<file path="config.mk">
export PLATFORM = sky130hd
export DESIGN_NAME = press_sequencer
export DESIGN_NICKNAME = d
export VERILOG_FILES = /design/src/rtl/press_sequencer.sv
export SDC_FILE = /design/constraint.sdc
export NUM_CORES = 1
export LEC_CHECK = 0
export CORE_ASPECT_RATIO = 0.6
export CORE_MARGIN = 4
export CORE_UTILIZATION = 51
export CTS_CLUSTER_DIAMETER = 200
export DETAILED_ROUTE_END_ITERATION = 8
export DONT_BUFFER_PORTS = 1
export GPL_TIMING_DRIVEN = 0
export PLACE_DENSITY = 0.66
export SLEW_MARGIN = 20
export SYNTH_ARGS = -nofsm -noshare
export SYNTH_HDL_FRONTEND = slang
export SYNTH_SLANG_ARGS = --single-unit
</file>
<file path="constraint.sdc">
create_clock -name clk -period 3.5 [get_ports clk]
set_input_delay 0.7 -clock clk [delete_from_list [all_inputs] [get_ports clk]]
set_output_delay 0.7 -clock clk [all_outputs]
set_load 0.03 [all_outputs]
</file>
<file path="src/rtl/press_sequencer.sv">
// press_sequencer: classifies a debounced button level into short, double and
// long presses, emitting one-cycle event pulses and owning the toggle state.
//
// Ports:
//   clk          system clock, rising edge
//   reset        synchronous, active-high
//   pressed      debounced button level (1 = held), synchronous to clk
//   short_pulse  one-cycle pulse: completed single short press
//   double_pulse one-cycle pulse: completed double press
//   long_pulse   one-cycle pulse: long press detected
//   out          toggle state (short toggles, long clears, double keeps)
//   busy         high whenever the sequencer is not idle
module press_sequencer #(
    parameter int unsigned CW          = 26,
    parameter int unsigned LONG_CYCLES = 50_000_000,
    parameter int unsigned GAP_CYCLES  = 25_000_000
) (
    input  logic clk,
    input  logic reset,
    input  logic pressed,
    output logic short_pulse,
    output logic double_pulse,
    output logic long_pulse,
    output logic out,
    output logic busy
);

    typedef enum logic [2:0] {
        IDLE   = 3'd0,
        PRESS1 = 3'd1,
        GAP    = 3'd2,
        PRESS2 = 3'd3,
        HOLD   = 3'd4
    } state_t;

    // Terminal counts: cnt already holds the number of samples taken so far,
    // so the sample that arrives while cnt == N-1 is the N-th one.
    localparam logic [CW-1:0] LONG_LAST = CW'(LONG_CYCLES - 1);
    localparam logic [CW-1:0] GAP_LAST  = CW'(GAP_CYCLES - 1);
    localparam logic [CW-1:0] CNT_ONE   = CW'(1);

    state_t        state, state_n;
    logic [CW-1:0] cnt, cnt_n;
    logic          short_n, double_n, long_n, out_n, busy_n;

    // State, counter and registered outputs.
    always_ff @(posedge clk) begin
        if (reset) begin
            state        <= IDLE;
            cnt          <= '0;
            short_pulse  <= 1'b0;
            double_pulse <= 1'b0;
            long_pulse   <= 1'b0;
            out          <= 1'b0;
            busy         <= 1'b0;
        end else begin
            state        <= state_n;
            cnt          <= cnt_n;
            short_pulse  <= short_n;
            double_pulse <= double_n;
            long_pulse   <= long_n;
            out          <= out_n;
            busy         <= busy_n;
        end
    end

    // Next-state, counter and event decode.
    always_comb begin
        state_n  = state;
        cnt_n    = cnt;
        short_n  = 1'b0;
        double_n = 1'b0;
        long_n   = 1'b0;
        out_n    = out;

        case (state)
            IDLE: begin
                if (pressed) begin
                    state_n = PRESS1;
                    cnt_n   = CNT_ONE;
                end
            end

            PRESS1: begin
                if (!pressed) begin
                    // Release sample counts as the first gap sample.
                    state_n = GAP;
                    cnt_n   = CNT_ONE;
                end else if (cnt == LONG_LAST) begin
                    state_n = HOLD;
                    long_n  = 1'b1;
                    out_n   = 1'b0;
                end else begin
                    cnt_n = cnt + CNT_ONE;
                end
            end

            GAP: begin
                if (pressed) begin
                    state_n = PRESS2;
                    cnt_n   = CNT_ONE;
                end else if (cnt == GAP_LAST) begin
                    state_n = IDLE;
                    short_n = 1'b1;
                    out_n   = ~out;
                end else begin
                    cnt_n = cnt + CNT_ONE;
                end
            end

            PRESS2: begin
                if (!pressed) begin
                    state_n  = IDLE;
                    double_n = 1'b1;
                end else if (cnt == LONG_LAST) begin
                    // A long second press overrides the pending double.
                    state_n = HOLD;
                    long_n  = 1'b1;
                    out_n   = 1'b0;
                end else begin
                    cnt_n = cnt + CNT_ONE;
                end
            end

            HOLD: begin
                if (!pressed) begin
                    state_n = IDLE;
                end
            end

            default: begin
                state_n = IDLE;
                cnt_n   = '0;
            end
        endcase

        // busy is registered alongside the state it describes.
        busy_n = (state_n != IDLE);
    end

endmodule

</file>
# --- Yosys cells after proc, flatten, opt, wreduce, memory -nomap -nowiden ---
# Index checks and enable logic that the tools add are counted.
word_totals:
  register_bits: 34
  output_inout_bits: 5
classes:
  add_sub_neg: 1
  eq_ne: 13
  muxes: 23
  bitwise_logic: 6
  n_reduce_logical: 9
ops:
  columns: ["operator", "count"]
  rows:
  - ["$mux W26", 6]
  - ["$pmux W26 S5", 1]
  - ["$add A26 B1 Y26 const B", 1]
  - ["$eq A26 B25 Y1 const B", 1]
  - ["$eq A26 B26 Y1 const B", 1]
  - ["$mux W3", 7]
  - ["$pmux W3 S5", 1]
  - ["$ne A2 B2 Y1 const B", 4]
  - ["$mux W1", 7]
  - ["$eq A3 B2 Y1 const B", 2]
  - ["$not A1 Y1", 6]
  - ["$reduce_or A3 Y1", 2]
  - ["$reduce_and A5 Y1", 1]
  - ["$ne A2 B1 Y1 const B", 2]
  - ["$reduce_and A4 Y1", 1]
  - ["$reduce_or A2 Y1", 2]
  - ["$eq A3 B1 Y1 const B", 1]
  - ["$eq A3 B3 Y1 const B", 1]
  - ["$logic_not A3 Y1", 1]
  - ["$ne A3 B3 Y1 const B", 1]
  - ["$reduce_bool A3 Y1", 1]
  - ["$pmux W1 S2", 1]
  - ["$reduce_bool A2 Y1", 1]

# --- Longest topological paths before layout ---
logic_depth:
  ltp_word: 5
  ltp_mapped: 7
  mapped_depth_nobuf: 6

# --- Worst setup path before layout ---
# Ideal clock, no wire load.
synth_path:
  path_type: "input port to flip-flop"
  start: "input pressed"
  end: "register cnt[11]"
  arrival_ns: 2.100
  setup_slack_ns: 1.278
  path_stages: 6
  cell_sequence: "buf_2 nor3b_1 o21ai_2 and3_1 buf_4 a221o_1"
synth_via:
  elab_chain_len: 2
  elab_cells_between_ends: 7
  classes_between: "eq/ne: 3; mux: 3; reduce/logical: 1"
synth_rtl:
  columns: ["item", "line", "text"]
  rows:
  - ["start: declaration", "20", "input logic pressed,"]
  - ["$mux W26 (tied with other cells)", "99", "if (pressed) begin"]
  - ["$pmux W26 S5 / $reduce_and A4 Y1 (equally long branches)", null, null]
  - ["end signal: assignment", "58", "cnt <= cnt_n;"]
  - ["end: declaration", "43", "logic [CW-1:0] cnt, cnt_n;"]
# Parallel ways exist; a longest one is shown, timed or not.
# A chain may end at the register's enable or synchronous reset.

# --- Final worst setup path ---
layout_path:
  start: "register cnt[0]"
  end: "register cnt[16]"
layout_via:
  elab_chain_len: 4
  elab_cells_between_ends: 11
  classes_between: "add/sub: 1; eq/ne: 3; mux: 6; reduce/logical: 1"
layout_rtl:
  columns: ["item", "line", "text"]
  rows:
  - ["$add A26 B1 Y26 / $eq A26 B26 Y1 (equally long branches)", null, null]
  - ["$mux W26, on equally long branches", "89, 115, 102", null]
  - ["$mux W26, on equally long branches", "112, 85, 99", null]
  - ["$pmux W26 S5", "76", "case (state)"]
# Parallel ways exist; a longest one is shown, timed or not. The select of a mux whose other input is x is not followed.

==> results.json <==
{
  "max_freq_mhz": 396,
  "overflow": 0,
  "die_w_um": 96.1,
  "critPathRequiredTime_ns": 3.69,
  "synth_top_family_by_area": "simple AND/OR/NAND/NOR gates",
  "yosysUniqueCellTypes": 64,
  "crit_fanout": 10,
  "dp.cells": 348,
  "wirelength_um": 6840,
  "initial_core_util": 0.552,
  "power-per-cell-area_nw_per_um2": 308,
  "clock_sinks": 34,
  "nFillCells": 419,
  "row_count": 18,
  "ir_worst_vdd_mv": 0.149,
  "routedWlPerCell_um": 19.2,
  "p_leak_uw": 0.000802,
  "setup_viol": 0,
  "finalCriticalPeriod_ns": 2.52,
  "drv_cap": 0,
  "rsz0062_at_grt": "false",
  "dieArea_um2": 5850,
  "synthAdderAreaFrac": 0.00527,
  "synth_top_area_frac": 0.287,
  "hold_buffers": 0,
  "routed-via-count": 2406,
  "io-pin-count": 8,
  "cts_tree": "built",
  "via_per_inst": 6.76,
  "clkSlewWorstSetupHoldPaths_ns": 0.07,
  "routabilityCongestion": 0.895,
  "drt_iter0_drc": 364,
  "yosys.area.top_type": "dfxtp_1",
  "min_path_type": "flop to flop",
  "antenna_found_initial": 0,
  "cts_resized": 0,
  "worstSetupPathType": "flop to flop",
  "power.total_uw": 783,
  "max_slew_margin": 0.380,
  "finalHoldViolations": 0,
  "tns_ns": 0,
  "ys_seq_area_frac": 0.287,
  "grt_pass1_vias": 2020,
  "n_antenna_cell": 0,
  "yosys_warnings": 0,
  "drive_gt1_frac": 0.128,
  "die_y_um": 60.8,
  "grt.total_usage": 0.252,
  "end_kind": "flop",
  "ys_ff_latch": 34,
  "synthesis.area_um2": 2370,
  "synth_mux_area_frac": 0.0343,
  "fin_nets": 299,
  "syn-num-nets": 292,
  "cts_setup_buffers": 0,
  "async_flop_share": 0,
  "core_area_um2": 4300,
  "utilization": 0.590,
  "synth-compound-area-share": 0.261,
  "syn_avg_cell_area_um2": 8.24,
  "cts-root-buf": "clkbuf_8",
  "port_buffers": 0,
  "instances_no_fill": 356,
  "post-route-period-util": 0.721,
  "grt_max_degree": 11,
  "crit_arrival_ns": 2.72,
  "layout_common_cells": "dfxtp_1 (34), nand2_1 (23), nor2_1 (18)",
  "cts_max_path_buffers": 2,
  "drt_pass1_iterations": 6,
  "layout_commonest_cell": "dfxtp_1",
  "synth-edff-count": 0,
  "netlist_instances": 288,
  "cts_buffers": 5,
  "ctsHtreeMaxLevel": 2,
  "status": "complete, no violations",
  "ant_nets": 0,
  "fin_skew_ns": 0.00673,
  "synth_flop_cell": "dfxtp_1",
  "syn2layout_area_growth_pct": 7.01,
  "route.detailed.drc": 0,
  "worstSkewPairLatency_ns": 0.29,
  "tightest_slew_ns": 0.924,
  "hold_ws_ns": 0.493,
  "yosys.area_share.simple": 0.348,
  "start_kind": "flop",
  "place_hpwl_um": 5140,
  "drv_slew": 0,
  "yosys-top-cells-area": "dfxtp_1 (29%), nand4_1 (4.5%), nand2_1 (3.6%)",
  "synthXorXnorAreaFrac": 0.00738,
  "grt_first_pass_wirelength_um": 11000
}
==> sequential cells by signal (all words and copies together), names as in the netlist <==
signal	cells
long_pulse	1
busy	1
short_pulse	1
state	3
out	1
cnt	26
double_pulse	1
==> metal layers <==
metal / up-vias / GRT usage / wire length (um)
met1: 1140 / 0.409 / 3450
met5: - / 0 / 0
met4: 0 / 0.0466 / 79
li1: 1142 / - / -
met2: 110 / 0.325 / 2600
met3: 14 / 0.0620 / 709
==> report_power, final <==
group / switching, uW / internal [uW] / leakage, uW
combinational: 55.0 / 23.2 / 0.000479
sequential: 5.44 / 390 / 0.000275
clock: 150 / 159 / 0.0000482
==> worst max-delay path: stages (launching register included) <==
cell and delay (ns):
dfxtp_1 0.42, ha_1 0.28, nand3_4 0.15, or4_4 0.55, o21ai_2 0.39, buf_6 0.22, nand3_4 0.13, o221ai_1 0.27
==> cells by family (layout without fill, tap and decap cells) <==
| kind of cell | after synthesis | after routing |
|---|---|---|
| adders and majority gates | 1 | 1 |
| muxes | 8 | 8 |
| and+or+nand+nor | 134 | 134 |
| DFF | 34 | 34 |
| AOI/OAI and AO/OA | 80 | 80 |
| xor gates and xnor gates | 2 | 2 |
| buffers and inverters | 29 | 37 |
==> cell usage after synthesis (5+ instances only) <==
cell	number
o21ai_0	17
buf_2	6
nor3_1	7
nand4_1	17
dfxtp_1	34
a21oi_1	8
nor2_1	18
nand2_1	23
nand2b_1	11
mux2i_1	7
and3_1	8
and4_1	6
o211ai_1	5
clkbuf_1	5
nand3_1	13
inv_1	15
a221o_1	5
==> worst paths after layout <==
| kind | slack, ns | cells past startpoint | from | to |
|---|---|---|---|---|
| max | 0.98 | 7 | cnt[0]$_SDFFE_PP0P_ | cnt[16]$_SDFFE_PP0P_ |
| min | 0.49 | 2 | cnt[22]$_SDFFE_PP0P_ | cnt[22]$_SDFFE_PP0P_ |
| max reg2reg | 0.98 | 7 | cnt[0]$_SDFFE_PP0P_ | cnt[16]$_SDFFE_PP0P_ |
| min reg2reg | 0.49 | 2 | cnt[22]$_SDFFE_PP0P_ | cnt[22]$_SDFFE_PP0P_ |
==> final cells by class <==
type                            count  area [um^2]  area share
Clock buffer                        7         86.3      0.0340
Tap cell                           60         75.1      0.0296
Multi-Input combinational cell    225         1560       0.613
Sequential cell                    34          681       0.268
Clock inverter                      1         5.00     0.00197
Buffer                             14         78.8      0.0310
Inverter                           15         56.3      0.0222
==> stage by stage <==
stage | setup slack, ns | instance area [um^2]
6_report | 0.976 | 2540
5_1_grt | 0.864 | 2540
4_1_cts | 1.03 | 2540
3_5_place_dp | 0.922 | 2450
3_3_place_gp | 0.895 | 2450
2_1_floorplan | 1.28 | 2370
Power figures use the tool's default switching activity.
